==> src/rtl/weight_bit_serializer.sv <==
// Bit-serial weight feeder: one {sign, Q5.10 magnitude} word per FRAME_LEN-cycle frame, magnitude MSB first.
// Optional build macro WSER_FRAME_COUNT_EN adds a 16-bit count of result_valid pulses on port frame_count.
module weight_bit_serializer #(
    parameter int WORD_W    = 16,
    parameter int FRAME_LEN = 17
) (
    input  logic              clk,
    input  logic              reset,
    input  logic [WORD_W-1:0] in_data,
    input  logic              in_valid,
    output logic              in_ready,
    output logic              enable_out,
    output logic              weight_bit,
    output logic              busy,
`ifdef WSER_FRAME_COUNT_EN
    output logic [15:0]       frame_count,
`endif
    output logic              result_valid
);

    localparam int PH_W = $clog2(FRAME_LEN);
    localparam logic [PH_W-1:0] PH_LAST = PH_W'(FRAME_LEN - 1);
    localparam logic [0:0] ST_IDLE = 1'b0;
    localparam logic [0:0] ST_RUN  = 1'b1;

    logic [0:0]        state_r, state_s;
    logic [PH_W-1:0]   phase_r, phase_s;
    logic [WORD_W-1:0] buf_r, buf_s;
    logic              buf_full_r, buf_full_s;
    logic [WORD_W-1:0] shift_r, shift_s;
    logic [1:0]        rv_pipe_r, rv_pipe_s;
    logic              enable_r, weight_bit_r, in_ready_r, busy_r;
    logic              weight_bit_s;
    logic              load_s, accept_s, frame_end_s;

    // Next-state decode for the frame FSM, holding buffer and serial shifter
    always_comb begin
        state_s      = state_r;
        phase_s      = {PH_W{1'b0}};
        buf_s        = buf_r;
        buf_full_s   = buf_full_r;
        shift_s      = shift_r;
        weight_bit_s = 1'b0;
        frame_end_s  = (state_r == ST_RUN) && (phase_r == PH_LAST);
        accept_s     = in_valid && in_ready_r;
        load_s       = buf_full_r && ((state_r == ST_IDLE) || frame_end_s);

        case (state_r)
            ST_IDLE: begin
                if (load_s) begin
                    state_s = ST_RUN;
                end else begin
                    state_s = ST_IDLE;
                end
            end
            ST_RUN: begin
                if (frame_end_s && !buf_full_r) begin
                    state_s = ST_IDLE;
                end else begin
                    state_s = ST_RUN;
                end
            end
            default: state_s = ST_IDLE;
        endcase

        if ((state_r == ST_RUN) && !frame_end_s) begin
            phase_s = phase_r + PH_W'(1);
        end else begin
            phase_s = {PH_W{1'b0}};
        end

        // Shifter holds {magnitude, sign} so the sign falls out right after the magnitude LSB
        if (load_s) begin
            shift_s = {buf_r[WORD_W-2:0], buf_r[WORD_W-1]};
        end else if (state_r == ST_RUN) begin
            shift_s = {shift_r[WORD_W-2:0], 1'b0};
        end else begin
            shift_s = shift_r;
        end

        if ((state_r == ST_RUN) && !frame_end_s) begin
            weight_bit_s = shift_r[WORD_W-1];
        end else begin
            weight_bit_s = 1'b0;
        end

        if (load_s) begin
            buf_full_s = 1'b0;
        end else if (accept_s) begin
            buf_full_s = 1'b1;
            buf_s      = in_data;
        end else begin
            buf_full_s = buf_full_r;
        end

        rv_pipe_s = {rv_pipe_r[0], frame_end_s};
    end

    // State and registered outputs; reset abandons any in-flight frame and its result pulse
    always_ff @(posedge clk) begin
        if (!reset) begin
            state_r      <= ST_IDLE;
            phase_r      <= {PH_W{1'b0}};
            buf_r        <= {WORD_W{1'b0}};
            buf_full_r   <= 1'b0;
            shift_r      <= {WORD_W{1'b0}};
            rv_pipe_r    <= 2'b00;
            enable_r     <= 1'b0;
            weight_bit_r <= 1'b0;
            in_ready_r   <= 1'b1;
            busy_r       <= 1'b0;
        end else begin
            state_r      <= state_s;
            phase_r      <= phase_s;
            buf_r        <= buf_s;
            buf_full_r   <= buf_full_s;
            shift_r      <= shift_s;
            rv_pipe_r    <= rv_pipe_s;
            enable_r     <= (state_s == ST_RUN);
            weight_bit_r <= weight_bit_s;
            in_ready_r   <= !buf_full_s;
            busy_r       <= (state_s == ST_RUN) || buf_full_s;
        end
    end

    assign enable_out   = enable_r;
    assign weight_bit   = weight_bit_r;
    assign in_ready     = in_ready_r;
    assign busy         = busy_r;
    assign result_valid = rv_pipe_r[1];

`ifdef WSER_FRAME_COUNT_EN
    logic [15:0] frame_count_r;

    // Counts product-valid pulses, wrapping naturally at 16 bits
    always_ff @(posedge clk) begin
        if (!reset) begin
            frame_count_r <= 16'h0000;
        end else if (rv_pipe_r[1]) begin
            frame_count_r <= frame_count_r + 16'h0001;
        end else begin
            frame_count_r <= frame_count_r;
        end
    end

    assign frame_count = frame_count_r;
`endif

endmodule

==> config.mk <==
export PLATFORM = sky130hd
export DESIGN_NAME = weight_bit_serializer
export DESIGN_NICKNAME = d
export VERILOG_FILES = /design/src/rtl/weight_bit_serializer.sv
export SDC_FILE = /design/constraint.sdc
export NUM_CORES = 1
export LEC_CHECK = 0
export ABC_AREA = 1
export BUFFER_PORTS_ARGS = -buffer_cell sky130_fd_sc_hd__buf_2
export CORE_ASPECT_RATIO = 0.9
export CORE_MARGIN = 2
export CORE_UTILIZATION = 51
export CTS_CLUSTER_SIZE = 30
export DETAILED_ROUTE_END_ITERATION = 7
export GPL_TIMING_DRIVEN = 0
export HOLD_SLACK_MARGIN = 0.12
export PLACE_DENSITY_LB_ADDON = 0.1
export SLEW_MARGIN = 10
export SYNTH_ARGS = -nofsm -noshare
export SYNTH_HDL_FRONTEND = slang
export SYNTH_SLANG_ARGS = --single-unit
==> constraint.sdc <==
create_clock -name clk -period 1.35 [get_ports clk]
set_clock_uncertainty 0.15 [all_clocks]
set_input_delay 0 -clock clk [delete_from_list [all_inputs] [get_ports clk]]
set_output_delay 0 -clock clk [all_outputs]
set_load 0.01 [all_outputs]
==> impl_metrics.toml <==
[status]
status = "complete, but fails checks"
failed_checks = "negative setup slack"

[worst_setup_path]
r2r_start = "phase_r[0]"
critPathKind = "reg2reg"
cp.required_ns = 1.39
r2r_cells = 11
startpoint_type = "flip-flop"
cp-end-kind = "flip-flop"
rrSetupSlack_ns = -0.14
worstReg2RegEnd = "buf_r[4]"
cp.arrival_ns = 1.53
cp_max_fo = 7

[global_routing]
grt-ovfl-total = 0
grt_use_met2_pct = 33.33
grt_most_used_layer = "met2"
grt_start_max_net_pins = 13
grt_pass1_wl_um = 7445
grtUsageTotal_pct = 20.95
antenna_found_initial = 0
use_met3_pct = 3.840
grt_pass1_vias = 1598
grtUsageMet1_pct = 29.20

[sta]
fin_crit_ns = 1.490
finalSetupViolCount = 41
hold_viol = 0
fin_crit_sh_pct = 110.4
slew_violations = 0
fmaxAchievable_ghz = 0.6712
relSlewSlack_pct = 77.07
tightest_slew_ns = 0.3439
rsz0062_at_grt = "true"
setup_slack_ns = -0.1400
fin_hold_ws_ns = 0.2826

[place]
routabilityCongestion = 0.7446
portBuffers = 23
hpwl_um = 2855
pre_cts_ws_ns = -0.1853
dpl_cell_area_mm2 = 0.002196

[clocking]
cts.sinks = 44
cts_buffer_depth = 2
clk-insertion-delay-late_ns = 0.29
cts_root_buffer = "clkbuf_8"
h-tree-depth = 2
cts_made_buffers = 5
tritoncts = "yes"
clk_pin_slew_ns = 0.08

[drt]
ant_nets = 0
routed-via-count = 1842
drt_pass1_iterations = 4
routed_wirelength_um = 4468
vias_per_cell = 4.873
first_iter_violations = 65
drt_drc_violations_left = 0
wl_per_cell_um = 11.82

[synthesis]
avgSynthCellArea_um2 = 7.276
synthDistinctLibCells = 21
syn_area_mm2 = 0.002008
ys_top_cells_by_area = "dfxtp_1 (44%), nor2_1 (10%), a21oi_1 (8.7%), nand2_1 (6.9%), nand3b_1 (6.0%)"
post-synth-top-area-cell = "dfxtp_1"
ys_top_cells_by_count = "nor2_1 (54), dfxtp_1 (44), nand2_1 (37)"
synth_top_flop_cell = "dfxtp_1"
synth-edff-count = 0
synth_cells = 276
synth_nets = 297
yosysWarnings = 0
ys_seq_area_share_pct = 43.86
synth_top_area_share_pct = 43.86
async_flop_share_pct = 0
synth_most_common_cell = "nor2_1"
synth-seq-cells = 44

[hold_path]
whs_endpoint = "rv_pipe_r[1]"
whs_path_depth = 2
hp-class = "reg2reg"
hp-start = "rv_pipe_r[0]"

[finish]
final_area_mm2 = 0.002671
layout-drive-gt1-share_pct = 27.71
area_growth_pct = 33.02
fin_nets = 353
diodes = 0
fin_util_pct = 71.10

[floorplan]
die_h_um = 63.53
core_area_mm2 = 0.003757
ios = 24
row_count = 21
dieArea_mm2 = 0.004456
die_x_um = 70.15
initial_core_util_pct = 53.45

[power_and_ir_drop]
p_clk_share_pct = 25.1
cellLeakagePower_uw = 0.001162
seqPwrFrac_pct = 49.0
p_int_uw = 2151
power.density_mw_per_mm2 = 1158
ir_drop_mv = 0.8457
p_switching_uw = 941.0
p_comb_share_pct = 26.0
swShare_pct = 30.43

[flow_run]
maxCapViolations = 0
[worst max path at each step]
stage | start | to | slack, ns
floorplan | phase_r[0] | buf_r[12] | -0.05
global route | phase_r[1] | shift_r[9] | -0.23
CTS | phase_r[1] | buf_r[6] | -0.14
finish | phase_r[0] | buf_r[4] | -0.14
global placement | phase_r[0] | buf_r[14] | -0.17
detailed placement | phase_r[0] | buf_r[3] | -0.19
[cell type report]
class,count,area [µm²]
Buffer,19,142.6
Clock buffer,6,72.57
Clock inverter,1,5.005
Fill cell,314,1086
Inverter,28,105.1
Multi-Input combinational cell,185,1021
Sequential cell,44,883.3
Tap cell,46,57.56
Timing Repair Buffer,49,384.1
[cells in the final DEF, fill, tap and decap left out, types with 6 or more instances in the layout]
cell and n:
a21oi_1 25, a21oi_2 10, buf_2 26, buf_4 7
buf_6 8, clkbuf_2 6, dfxtp_1 42, dlygate4sd3_1 18
inv_1 23, nand2_1 34, nand3_1 11, nand3_2 7
nand3b_1 16, nor2_1 50, o21ai_0 14
[sequential cells by signal, indices dropped and copies added (netlist names)]
| name | flops |
|---|---|
| busy | 1 |
| phase_r | 5 |
| shift_r | 16 |
| rv_pipe_r | 2 |
| buf_r | 16 |
| buf_full_r | 1 |
| weight_bit | 1 |
| in_ready | 1 |
| enable_out | 1 |
[logic make-up (layout without fill, tap and decap cells)]
kind of cell,count (synthesis),after routing,share of synthesized area [%]
compound gates,51,51,12.71
xor+xnor,2,2,0.8724
fa+ha+maj,2,2,1.246
buf+inv,47,103,11.77
flops,44,44,43.86
simple gates,130,130,29.53
[power by group through the flow]
stage	clock [µW]	sequential (µW)	combinational, µW
CTS	784	1510	699
detailed placement	0	1530	635
global route	864	1530	911
finish	775	1510	803
global placement	0	1530	626
floorplan	0	1520	489
[critical path, cell delays in order (launching register included)]
cell and delay (ns):
dfxtp_2 0.34, inv_2 0.04, ha_4 0.14, nand2_2 0.05, inv_2 0.04, nand2_4 0.08
nand2_8 0.09, nand2_8 0.12, clkbuf_16 0.14, nand3b_1 0.08, nand2_1 0.07, nor2_1 0.03
[repair_timing]
item / in CTS / in global routing
hold endpoints to repair: 29 / 0
hold buffers: 18 / 0
buffers inserted: 4 / 1
pin swaps: 3 / 12
cloned: 0 / 3
gates resized for setup: 5 / 45
setup endpoints to repair: 41 / 42
[metrics by stage]
stage,cells,setup TNS [ns],power [µW]
after floorplan,276,-0.9667,2010
after global placement,345,-5.088,2159
after detailed placement,345,-5.878,2169
after CTS,374,-4.835,2990
after global routing,378,-7.940,3305
final,378,-3.921,3092
[per-layer routing]
layer	routed length, µm	vias to the layer above
met2	2011	39
li1	-	986
met1	2251	812
met5	0	-
met3	151	5
met4	54	0
(Power assumes the default switching activity.)
